==> src/rtl/jtag_tap_pkg.sv <==
// Shared TAP definitions: IEEE 1149.1 state encoding, DR selection, default
// opcodes and the TAP next-state function.
package jtag_tap_pkg;

  typedef enum logic [3:0] {
    Exit2Dr        = 4'h0,
    Exit1Dr        = 4'h1,
    ShiftDr        = 4'h2,
    PauseDr        = 4'h3,
    SelectIrScan   = 4'h4,
    UpdateDr       = 4'h5,
    CaptureDr      = 4'h6,
    SelectDrScan   = 4'h7,
    Exit2Ir        = 4'h8,
    Exit1Ir        = 4'h9,
    ShiftIr        = 4'hA,
    PauseIr        = 4'hB,
    RunTestIdle    = 4'hC,
    UpdateIr       = 4'hD,
    CaptureIr      = 4'hE,
    TestLogicReset = 4'hF
  } tap_state_e;

  typedef enum logic [1:0] {
    SelBypass,
    SelIdcode,
    SelDtmcs,
    SelDmi
  } dr_sel_e;

  localparam logic [4:0] IdcodeOp = 5'h01;
  localparam logic [4:0] DtmcsOp  = 5'h10;
  localparam logic [4:0] DmiOp    = 5'h11;

  function automatic int dmiWidth(input int abits);
    return abits + 34;
  endfunction

  function automatic tap_state_e tapNext(input tap_state_e s, input logic tms);
    tap_state_e n;
    case (s)
      TestLogicReset: n = tms ? TestLogicReset : RunTestIdle;
      RunTestIdle:    n = tms ? SelectDrScan   : RunTestIdle;
      SelectDrScan:   n = tms ? SelectIrScan   : CaptureDr;
      CaptureDr:      n = tms ? Exit1Dr        : ShiftDr;
      ShiftDr:        n = tms ? Exit1Dr        : ShiftDr;
      Exit1Dr:        n = tms ? UpdateDr       : PauseDr;
      PauseDr:        n = tms ? Exit2Dr        : PauseDr;
      Exit2Dr:        n = tms ? UpdateDr       : ShiftDr;
      UpdateDr:       n = tms ? SelectDrScan   : RunTestIdle;
      SelectIrScan:   n = tms ? TestLogicReset : CaptureIr;
      CaptureIr:      n = tms ? Exit1Ir        : ShiftIr;
      ShiftIr:        n = tms ? Exit1Ir        : ShiftIr;
      Exit1Ir:        n = tms ? UpdateIr       : PauseIr;
      PauseIr:        n = tms ? Exit2Ir        : PauseIr;
      Exit2Ir:        n = tms ? UpdateIr       : ShiftIr;
      UpdateIr:       n = tms ? SelectDrScan   : RunTestIdle;
      default:        n = TestLogicReset;
    endcase
    return n;
  endfunction

endpackage

==> src/rtl/jtag_pin_sync.sv <==
// Brings the JTAG pins into the system clock domain and turns TCK into
// single-clock rise/fall events.
module jtag_pin_sync (
  input  logic clock,
  input  logic reset_i,
  input  logic tck_i,
  input  logic tms_i,
  input  logic tdi_i,
  input  logic trst_ni,
  output logic tck_rise_o,
  output logic tck_fall_o,
  output logic tms_s_o,
  output logic tdi_s_o,
  output logic trst_ns_o
);

  logic [3:0] meta_q;
  logic [3:0] sync_q;
  logic       tckPrev_q;

  // All four pins share one synchronizer depth so TMS/TDI line up with TCK.
  always_ff @(posedge clock or posedge reset_i) begin
    if (reset_i) begin
      meta_q    <= '0;
      sync_q    <= '0;
      tckPrev_q <= 1'b0;
    end else begin
      meta_q    <= {trst_ni, tdi_i, tms_i, tck_i};
      sync_q    <= meta_q;
      tckPrev_q <= sync_q[0];
    end
  end

  assign tck_rise_o = sync_q[0] & ~tckPrev_q;
  assign tck_fall_o = ~sync_q[0] & tckPrev_q;
  assign tms_s_o    = sync_q[1];
  assign tdi_s_o    = sync_q[2];
  assign trst_ns_o  = sync_q[3];

endmodule

==> src/rtl/jtag_tap_sampled.sv <==
// Oversampled JTAG TAP: IR, IDCODE and BYPASS live here; DTMCS and DMI are
// handed to the debug module as capture values plus update strobes.
module jtag_tap_sampled
  import jtag_tap_pkg::*;
#(
  parameter int          IrLength    = 5,
  parameter logic [31:0] IdcodeValue = 32'h04F5484D,
  parameter int          AbitsDmi    = 7,
  parameter logic [IrLength-1:0] IdcodeInstr = IdcodeOp,
  parameter logic [IrLength-1:0] DtmcsInstr  = DtmcsOp,
  parameter logic [IrLength-1:0] DmiInstr    = DmiOp
) (
  input  logic                  clock,
  input  logic                  reset_i,
  input  logic                  jtag_tck_i,
  input  logic                  jtag_tms_i,
  input  logic                  jtag_tdi_i,
  input  logic                  jtag_trst_ni,
  output logic                  jtag_tdo_o,
  output logic                  jtag_tdo_oe_o,
  input  logic [31:0]           dtmcs_capture_i,
  output logic [31:0]           dtmcs_wdata_o,
  output logic                  dtmcs_update_o,
  input  logic [AbitsDmi+33:0]  dmi_capture_i,
  output logic [AbitsDmi+33:0]  dmi_wdata_o,
  output logic                  dmi_update_o,
  output logic                  dmi_capture_o,
  output logic [3:0]            tap_state_o
);

  localparam int DmiW = dmiWidth(AbitsDmi);
  localparam logic [IrLength-1:0] IrCapture = {{(IrLength-2){1'b0}}, 2'b01};

  logic tckRise, tckFall, tmsS, tdiS, trstNs;

  tap_state_e          tapState_q, tapState_d;
  logic [IrLength-1:0] ir_q, ir_d, irShift_q, irShift_d;
  logic [31:0]         dr32_q, dr32_d;
  logic [DmiW-1:0]     dmiShift_q, dmiShift_d;
  logic                bypass_q, bypass_d;
  logic                tdo_q, tdo_d, tdoOe_q, tdoOe_d;
  logic                dmiUpdate_q, dmiUpdate_d;
  logic                dtmcsUpdate_q, dtmcsUpdate_d;
  logic                dmiCapture_q, dmiCapture_d;
  dr_sel_e             drSel;

  jtag_pin_sync u_pin_sync (
    .clock      (clock),
    .reset_i    (reset_i),
    .tck_i      (jtag_tck_i),
    .tms_i      (jtag_tms_i),
    .tdi_i      (jtag_tdi_i),
    .trst_ni    (jtag_trst_ni),
    .tck_rise_o (tckRise),
    .tck_fall_o (tckFall),
    .tms_s_o    (tmsS),
    .tdi_s_o    (tdiS),
    .trst_ns_o  (trstNs)
  );

  // Unknown opcodes, all-ones included, fall through to BYPASS.
  always_comb begin
    drSel = SelBypass;
    if (ir_q == IdcodeInstr)     drSel = SelIdcode;
    else if (ir_q == DtmcsInstr) drSel = SelDtmcs;
    else if (ir_q == DmiInstr)   drSel = SelDmi;
  end

  always_comb begin
    tapState_d    = tapState_q;
    ir_d          = ir_q;
    irShift_d     = irShift_q;
    dr32_d        = dr32_q;
    dmiShift_d    = dmiShift_q;
    bypass_d      = bypass_q;
    tdo_d         = tdo_q;
    tdoOe_d       = tdoOe_q;
    dmiUpdate_d   = 1'b0;
    dtmcsUpdate_d = 1'b0;
    dmiCapture_d  = 1'b0;

    if (!trstNs) begin
      tapState_d = TestLogicReset;
      ir_d       = IdcodeInstr;
      irShift_d  = '0;
      dr32_d     = '0;
      dmiShift_d = '0;
      bypass_d   = 1'b0;
      tdo_d      = 1'b0;
      tdoOe_d    = 1'b0;
    end else if (tckRise) begin
      case (tapState_q)
        TestLogicReset: ir_d = IdcodeInstr;
        CaptureIr:      irShift_d = IrCapture;
        ShiftIr:        irShift_d = {tdiS, irShift_q[IrLength-1:1]};
        UpdateIr:       ir_d = irShift_q;
        CaptureDr: begin
          case (drSel)
            SelIdcode: dr32_d = IdcodeValue;
            SelDtmcs:  dr32_d = dtmcs_capture_i;
            SelDmi: begin
              dmiShift_d   = dmi_capture_i;
              dmiCapture_d = 1'b1;
            end
            default:   bypass_d = 1'b0;
          endcase
        end
        ShiftDr: begin
          case (drSel)
            SelIdcode, SelDtmcs: dr32_d = {tdiS, dr32_q[31:1]};
            SelDmi:              dmiShift_d = {tdiS, dmiShift_q[DmiW-1:1]};
            default:             bypass_d = tdiS;
          endcase
        end
        default: ;
      endcase
      tapState_d = tapNext(tapState_q, tmsS);
      // Strobe registers fire together with the state register entering Update-DR.
      if (tapState_d == UpdateDr) begin
        dtmcsUpdate_d = (drSel == SelDtmcs);
        dmiUpdate_d   = (drSel == SelDmi);
      end
    end else if (tckFall) begin
      tdoOe_d = (tapState_q == ShiftIr) || (tapState_q == ShiftDr);
      tdo_d   = 1'b0;
      if (tapState_q == ShiftIr) begin
        tdo_d = irShift_q[0];
      end else if (tapState_q == ShiftDr) begin
        case (drSel)
          SelIdcode, SelDtmcs: tdo_d = dr32_q[0];
          SelDmi:              tdo_d = dmiShift_q[0];
          default:             tdo_d = bypass_q;
        endcase
      end
    end
  end

  always_ff @(posedge clock or posedge reset_i) begin
    if (reset_i) begin
      tapState_q    <= TestLogicReset;
      ir_q          <= IdcodeInstr;
      irShift_q     <= '0;
      dr32_q        <= '0;
      dmiShift_q    <= '0;
      bypass_q      <= 1'b0;
      tdo_q         <= 1'b0;
      tdoOe_q       <= 1'b0;
      dmiUpdate_q   <= 1'b0;
      dtmcsUpdate_q <= 1'b0;
      dmiCapture_q  <= 1'b0;
    end else begin
      tapState_q    <= tapState_d;
      ir_q          <= ir_d;
      irShift_q     <= irShift_d;
      dr32_q        <= dr32_d;
      dmiShift_q    <= dmiShift_d;
      bypass_q      <= bypass_d;
      tdo_q         <= tdo_d;
      tdoOe_q       <= tdoOe_d;
      dmiUpdate_q   <= dmiUpdate_d;
      dtmcsUpdate_q <= dtmcsUpdate_d;
      dmiCapture_q  <= dmiCapture_d;
    end
  end

  assign jtag_tdo_o     = tdo_q;
  assign jtag_tdo_oe_o  = tdoOe_q;
  assign dtmcs_wdata_o  = dr32_q;
  assign dtmcs_update_o = dtmcsUpdate_q;
  assign dmi_wdata_o    = dmiShift_q;
  assign dmi_update_o   = dmiUpdate_q;
  assign dmi_capture_o  = dmiCapture_q;
  assign tap_state_o    = tapState_q;

endmodule

==> config.mk <==
export PLATFORM = sky130hd
export DESIGN_NAME = jtag_tap_sampled
export DESIGN_NICKNAME = d
export VERILOG_FILES = /design/src/rtl/jtag_tap_pkg.sv /design/src/rtl/jtag_pin_sync.sv /design/src/rtl/jtag_tap_sampled.sv
export SDC_FILE = /design/constraint.sdc
export NUM_CORES = 1
export LEC_CHECK = 0
export CORE_UTILIZATION = 42
export DETAILED_ROUTE_END_ITERATION = 7
export PLACE_DENSITY = 0.86
export SLEW_MARGIN = 10
export SYNTH_ARGS = -nofsm -noshare
export SYNTH_HDL_FRONTEND = slang
export SYNTH_SLANG_ARGS = --single-unit
==> constraint.sdc <==
create_clock -name clock -period 3 [get_ports clock]
set_clock_uncertainty 0.15 [all_clocks]
set_input_delay 0.3 -clock clock [delete_from_list [all_inputs] [get_ports clock]]
set_output_delay 0.3 -clock clock [all_outputs]
set_load 0.005 [all_outputs]
---- After elaboration in Yosys (flattened, before gate mapping) ----
Index checks and enable logic that the tools add are counted.
word-level totals
  input bits .............................. 79
  bits in registers ....................... 102
  output and inout port bits .............. 82
operators by class
  mux-type cells .......................... 60
  bitwise logic cells ..................... 4
  reduce and logical (&&, ||, !) cells .... 13
  equal/unequal tests ..................... 34
operator list
  cell                  count
  $mux W41              4
  $pmux W32 S2          2
  $mux W32              3
  $pmux W41 S2          1
  $pmux W4 S12          1
  $eq A4 B4 Y1 const B  8
  $ne A3 B3 Y1 const B  8
  $mux W1               23
  $eq A4 B3 Y1 const B  5
  $mux W4               5
  $mux W5               4
  $pmux W5 S2           2
  $mux W2               9
  $mux W3               4
  $reduce_and A4 Y1     3
  $eq A5 B5 Y1 const B  2
  $eq A4 B2 Y1 const B  2
  $ne A2 B2 Y1 const B  3
  $reduce_and A2 Y1     3
  $reduce_or A2 Y1      3
  $reduce_or A3 Y1      2
  $eq A5 B1 Y1 const B  1
  $eq A2 B2 Y1 const B  2
  $eq A4 B1 Y1 const B  1
  7 further kinds       10

---- Logic depth before layout (Yosys ltp) ----
Gate-level depths: netlist (run 1).
  depth in word-level cells ............... 12
  gate-level depth with buffers ........... 7
  mapped depth without buffers ............ 4

---- Modules after synthesis ----
A second synthesis (run 1) with hierarchy kept.
unflattened totals
  cells, all modules ...................... 505
  area, all modules ....................... 4769.6 µm²
modules (own cells, without submodules)
  module            cells an instance  times used  sequential area each (µm²)  area each (µm²)
  jtag_tap_sampled  493                1           2333.5                      4525.6
  jtag_pin_sync     12                 1           225.2                       244.0

---- Worst setup path after synthesis (run 1) ----
OpenSTA, ideal clock, no wires.
  path type ............................... register to register
  start ................................... register tapState_q[1] (netlist: tap_state_o[1])
  end ..................................... register dr32_q[11] (netlist: dtmcs_wdata_o[11])
  arrival ................................. 1823 ps
  setup slack ............................. 935 ps
  stages on the path, launching flop included .. 8
  buffers on the path ..................... 3
  setup time .............................. 92 ps
  clock period less this slack ............ 2065 ps
  required time ........................... 2758 ps
  cells stage by stage .................... dfstp_2 -> clkbuf_1 -> or4b_1 -> buf_2 -> nand4b_4 -> buf_6 -> nor2_1 -> o31ai_2
between the ends
  word-level cells in the longest chain between the ends .. 4
ends and longest elaborated chain
  element                                       line                     source
  start: declaration                            jtag_tap_sampled.sv:36   tap_state_e tapState_q, tapState_d;
  start signal: assignment                      jtag_tap_sampled.sv:140  tapState_q <= TestLogicReset;
  start signal: assignment                      jtag_tap_sampled.sv:152  tapState_q <= tapState_d;
  $eq A4 B2 Y1 or $eq A4 B3 Y1 (tied branches)  jtag_tap_sampled.sv:92   case (tapState_q)
  $pmux W32 S2                                  jtag_tap_sampled.sv:92
  $mux W32                                      jtag_tap_sampled.sv:91   end else if (tckRise) begin
  $mux W32                                      jtag_tap_sampled.sv:82   if (!trstNs) begin
  end signal: assignment                        jtag_tap_sampled.sv:155  dr32_q <= dr32_d;
  end: declaration                              jtag_tap_sampled.sv:38   logic [31:0] dr32_q, dr32_d;
Several ways; a longest one is shown, not always the timed one. The select of a mux whose other input is x is not followed.
A chain may end at the register's enable or synchronous reset.

---- Worst setup path after layout (run 1) ----
  start ................................... register tapState_q[1] (netlist: tap_state_o[1])
  end ..................................... register dmiShift_q[27] (netlist: dmi_wdata_o[27])
between the ends
  word-level cells in the longest chain between the ends .. 4
ends and longest elaborated chain
  element                                       line                     source
  $eq A4 B2 Y1 or $eq A4 B3 Y1 (tied branches)  jtag_tap_sampled.sv:92
  $pmux W41 S2                                  jtag_tap_sampled.sv:92
  $mux W41                                      jtag_tap_sampled.sv:91
  $mux W41                                      jtag_tap_sampled.sv:82
  end signal: assignment                        jtag_tap_sampled.sv:156  dmiShift_q <= dmiShift_d;
  end: declaration                              jtag_tap_sampled.sv:39   logic [DmiW-1:0] dmiShift_q, dmiShift_d;
Several ways; a longest one is shown, not always the timed one. The select of a mux whose other input is x is not followed.

==> flow_summary.ini, run 1 <==
[status]
outcome = complete, no violations

[worst_setup_path]
cp-start-kind = flip-flop
startpoint = tap_state_o[1]
r2r_setup_slack_ns = 0.54
end_kind = flip-flop
crit_end = dmi_wdata_o[27]
path_class = flip-flop to flip-flop
critical_path_arrival_ns = 2.50
crit_fanout = 22
r2r_cells = 4
reg2reg_from = tap_state_o[1]
r2r_end = dmi_wdata_o[27]
required_ns = 3.04

[route]
drt_wl_total_um = 13600
viasPerCell = 5.65
dr.pass1.iters = 4
drc_errors = 0
vias = 4494
drt_iter0_drc = 416
ant_nets = 0
wire_per_inst_um = 17.1

[finish]
final_common_cell = clkdlybuf4s50_1
syn_to_final_growth_pct = 39.6
finalInstanceArea_um2 = 6950
layout-drive-gt1-share = 0.117
mostFrequentLayoutCells = clkdlybuf4s50_1, nand2_1, dfrtp_1
layout.nets = 726
antenna_cells = 0

[sta]
fmax_mhz = 406
slew_viol_final = 0
period_needed_ns = 2.46
fin_setup_tns_ns = 0
hold_viol = 0
slew_headroom = 0.260
tightest_slew_ns = 1.11
worst_slack_ns = 0.539
rsz0062_at_grt = false
finalSetupViolCount = 0
finalCritPeriodShare = 0.820
timing.hold.ws_ns = 0.205

[die]
io_pins = 161
start_util = 0.434
core_um2 = 11500
die_w_um = 111
die_h_um = 111
rows = 39
die_area_um2 = 12300

[clock_tree]
cts_tree = built
clk_pin_slew_worst_paths_ns = 0.08
clock_path_buffers = 2
cts.repair.resized = 0
cts_root_buffer = clkbuf_16
cts_setup_buffers = 0
clk_latency_ns = 0.35
htree_levels = 3
numCtsBuffers = 9
cts.sinks = 102
ctsHoldBuffers = 0

[placed_design]
place_ws_ns = 0.538
io_buffer_count = 160
gp_congestion = 0.820
hpwlAfterDp_um = 9210
placed_area_um2 = 6640

[global_route]
grt.total_usage = 0.225
grt_max_degree = 103
antenna_found_initial = 0
grt-ovfl-total = 0
grt_pass1_wl_um = 22400
grt_pass1_vias = 4442

[worst_hold_path]
hold_class = flip-flop to flip-flop

[logic_synthesis]
synthArstFlopShare = 1.00
synth_seq_cells = 102
syn_area_per_cell_um2 = 9.76
synthesis.instances = 510
synthesis.area_um2 = 4980
yosysSeqAreaShare = 0.514
synth_flop_cell = dfrtp_1
synth_enable_flop_cells = 0
syn_nets = 589
ys_warn_count = 0
netlist-cell-type-count = 46

[power_and_ir_drop]
power_w = 0.00284
irDropWorstVdd_uv = 347
p_leak_nw = 2.78
power_density_nw_per_um2 = 408

[flow_run]
cap_violations = 0
## layout make-up
cell class	count	area (um^2)
sequential	102	2560
timing repair buffer	167	1680
clock inverter	7	86.3
multi-input combinational	361	2200
tap	143	179
inverter	6	26.3
fill	936	4520
clock buffer	9	225
## synthesized netlist by cell type, types with 2 or more instances
master,count,share of area
nand2_1,121,0.091
dfrtp_1,97,0.49
nor2_1,83,0.063
a311oi_2,28,0.084
clkbuf_1,23,0.017
o21ai_0,23,0.023
a22oi_1,22,0.033
a311oi_1,14,0.025
o31ai_2,10,0.025
buf_2,9,0.0090
a21oi_1,6,0.0060
o21ai_1,6,0.0060
dfstp_2,5,0.026
inv_1,5,0.0038
buf_4,4,0.0060
buf_6,4,0.0090
nand3b_1,4,0.0060
nor3_1,4,0.0040
a21o_1,3,0.0045
nand3_1,3,0.0030
nor2b_1,3,0.0038
o31ai_1,3,0.0045
a221oi_1,2,0.0035
mux2i_1,2,0.0040
nand2b_1,2,0.0025
nor4_1,2,0.0025
nor4b_4,2,0.0096
o311ai_0,2,0.0035
## critical path, stage by stage (launching register included)
cell and delay (ns):
dfstp_2 0.71, or4b_2 0.87, buf_4 0.32, nand2_1 0.13, a311oi_2 0.12
## logic make-up (layout without fill, tap and decap cells)
kind of cell              Yosys count  after routing  share of synthesized area
buffers and inverters              47            189                     0.0467
and+or+nand+nor                   233            233                      0.204
DFF                               102            102                      0.514
AOI/OAI and AO/OA                 125            125                      0.229
xor gates and xnor gates            1              1                    0.00176
muxes                               2              2                    0.00402
## metal layers
metal	part of all wire	track usage	routed length, um
met1	0.42	0.286	5690
met2	0.50	0.381	6860
met4	0.023	0.0960	313
met3	0.054	0.0355	733
met5	0	0	0
## power by group
| group | internal (W) | switching [W] | total [W] |
|---|---|---|---|
| logic | 0.000120 | 0.000101 | 0.000220 |
| clock network | 0.000603 | 0.000602 | 0.00120 |
| registers | 0.00139 | 0.0000229 | 0.00141 |
## how the worst min path moves through the flow
| stage | start | slack, ns | endpoint | cells past startpoint |
|---|---|---|---|---|
| after CTS | u_pin_sync.meta_q[0] | 0.21 | u_pin_sync.sync_q[0] | 0 |
| after detailed placement | u_pin_sync.meta_q[0] | 0.19 | u_pin_sync.sync_q[0] | 0 |
| after global placement | u_pin_sync.meta_q[3] | 0.18 | u_pin_sync.sync_q[3] | 0 |
| after floorplan | u_pin_sync.meta_q[0] | 0.18 | u_pin_sync.sync_q[0] | 0 |
| final | u_pin_sync.meta_q[0] | 0.20 | u_pin_sync.sync_q[0] | 0 |
| after global routing | u_pin_sync.meta_q[0] | 0.21 | u_pin_sync.sync_q[0] | 0 |
## registers in the layout, indices dropped and copies added, names as in the netlist
signal	cells
dtmcs_wdata_o	32
u_pin_sync.meta_q	4
jtag_tdo_o	1
dmi_capture_o	1
dmi_update_o	1
bypass_q	1
u_pin_sync.sync_q	4
tap_state_o	4
irShift_q	5
dtmcs_update_o	1
u_pin_sync.tckPrev_q	1
dmi_wdata_o	41
jtag_tdo_oe_o	1
ir_q	5
## per-stage QoR
step | cells | utilization
2_1_floorplan | 510 | -
3_3_place_gp | 779 | 0.579
3_5_place_dp | 779 | 0.579
4_1_cts | 795 | 0.606
5_1_grt | 795 | 0.606
6_report | 795 | 0.606
Power figures use the tool's default switching activity.
==> run 2: changes to the inputs <==
==> constraint.sdc (replaced) <==
create_clock -name clock -period 2.2 [get_ports clock]
set_clock_uncertainty 0.15 [all_clocks]
set_input_delay 0.22 -clock clock [delete_from_list [all_inputs] [get_ports clock]]
set_output_delay 0.22 -clock clock [all_outputs]
set_load 0.005 [all_outputs]
==> flow_summary.ini, run 2 (synthesized netlist as in run 1, its figures left out) <==
[worst_setup_path]
critical_path_arrival_ns = 2.23
path_cells = or3_4 -> nor4_4 -> buf_4 -> buf_12 -> nor2_1 -> a311oi_2
cp.depth = 6
cp_slowest_cell = or3_4
crit_fanout = 43
reg2reg_from = ir_q[1]
cp-start-kind = flip-flop
max_stage_delay_ns = 0.45
startpoint = ir_q[1]
path_class = flip-flop to flip-flop
cp_num_buf_inv = 2
crit_family = simple AND/OR/NAND/NOR gates
required_ns = 2.29
end_kind = flip-flop
r2r_cells = 6

[clock_tree]
cts_tree = built
cts.sinks = 102
clk_latency_ns = 0.34
clock_path_buffers = 2
numCtsBuffers = 9
cts_root_buffer = clkbuf_16
clk_pin_slew_worst_paths_ns = 0.07
htree_levels = 3

[sta]
slew_headroom = 0.583
slew_viol_final = 0
hold_viol = 0
timing.hold.ws_ns = 0.167
finalSetupViolCount = 0
rsz0062_at_grt = false
fmax_mhz = 466
tightest_slew_ns = 0.625
finalCritPeriodShare = 0.976
period_needed_ns = 2.15
fin_setup_tns_ns = 0

[finish]
layout-drive-gt1-share = 0.137
syn_to_final_growth_pct = 42.9
largest_reg_flops = 41
antenna_cells = 0
layout.nets = 740
utilization = 0.621
final_common_cell = clkdlybuf4s50_1
mostFrequentLayoutCells = clkdlybuf4s50_1, nand2_1, dfrtp_1

[global_route]
grt-ovfl-total = 0
antenna_found_initial = 0
grt.total_usage = 0.226
grt_max_degree = 103
grt_pass1_wl_um = 22700
grt_pass1_vias = 4608

[power_and_ir_drop]
power_density_nw_per_um2 = 562
p_leak_nw = 2.86
combPwrFrac = 0.082
intPower_w = 0.00313
p_seq_frac = 0.478
clockPowerShare = 0.440
p_sw_w = 0.000874
irDropWorstVdd_uv = 345
swShare = 0.218

[die]
die_h_um = 111
die_w_um = 111
core_um2 = 11500
io_pins = 161
rows = 39
die_area_um2 = 12300
start_util = 0.434

[placed_design]
io_buffer_count = 160
gp_congestion = 0.808
hpwlAfterDp_um = 9470

[route]
dr.pass1.iters = 5
drt_wl_total_um = 13600
drc_errors = 0
viasPerCell = 5.58
drt_iter0_drc = 344
ant_nets = 0
wire_per_inst_um = 16.8
vias = 4512

[worst_hold_path]
hold_class = input pin to flip-flop
hold_start = jtag_tms_i
min_path_cells = 1

[status]
outcome = complete, no violations

[flow_run]
cap_violations = 0
## run 2: changes by cell type in the layout (fill, tap and decap cells not counted), sizes merged
cell      delta
inv          -4
clkinv       -1
buf         +14
clkinvlp     +1
bufinv       +2
clkbuf       +2
## run 2: layout make-up
cell class | count | area (um^2)
Tap cell | 143 | 179
Inverter | 6 | 26.3
Timing Repair Buffer | 181 | 1810
Clock inverter | 5 | 81.3
Sequential cell | 102 | 2560
Fill cell | 911 | 4350
Clock buffer | 11 | 253
Multi-Input combinational cell | 361 | 2210
## run 2: repair_timing
action	4_1_cts	5_1_grt
buffers inserted	0	1
endpoints found under the setup margin	0	31
endpoints found under the hold margin	0	0
gates resized for setup	0	2
hold buffers	0	0
## run 2: power by group through the flow
stage / Sequential, W / Clock (W) / Combinational (W)
after CTS: 0.00191 / 0.00179 / 0.000332
after global placement: 0.00195 / 0 / 0.000321
after floorplan: 0.00194 / 0 / 0.000129
after detailed placement: 0.00195 / 0 / 0.000328
final: 0.00191 / 0.00176 / 0.000329
after global routing: 0.00191 / 0.00187 / 0.000357
## run 2: worst paths after layout
kind,to,slack [ns]
max,dmi_wdata_o[23],0.05
max in group asynchronous,dtmcs_wdata_o[18],1.24
min,u_pin_sync.meta_q[1],0.17
max reg2reg,dmi_wdata_o[23],0.05
min reg2reg,u_pin_sync.sync_q[1],0.20
min in group asynchronous,u_pin_sync.meta_q[1],0.19
## run 2: metrics by stage
step | instances | total power, W | cell area, um^2 | setup WS [ns]
final | 809 | 0.00400 | 7120 | 0.0520
after global routing | 809 | 0.00414 | 7120 | 0.00327
after CTS | 808 | 0.00403 | 7100 | 0.0122
after detailed placement | 792 | 0.00227 | 6760 | 0.0109
after global placement | 792 | 0.00227 | 6760 | 0.138
after floorplan | 510 | 0.00207 | 4980 | 0.135
## run 2: layer usage
metal | up-vias | part of all wire | global-route usage
li1 | 2099 | - | -
met1 | 2235 | 0.42 | 0.282
met2 | 150 | 0.51 | 0.389
met3 | 28 | 0.050 | 0.0476
met4 | 0 | 0.021 | 0.0729
met5 | - | 0 | 0
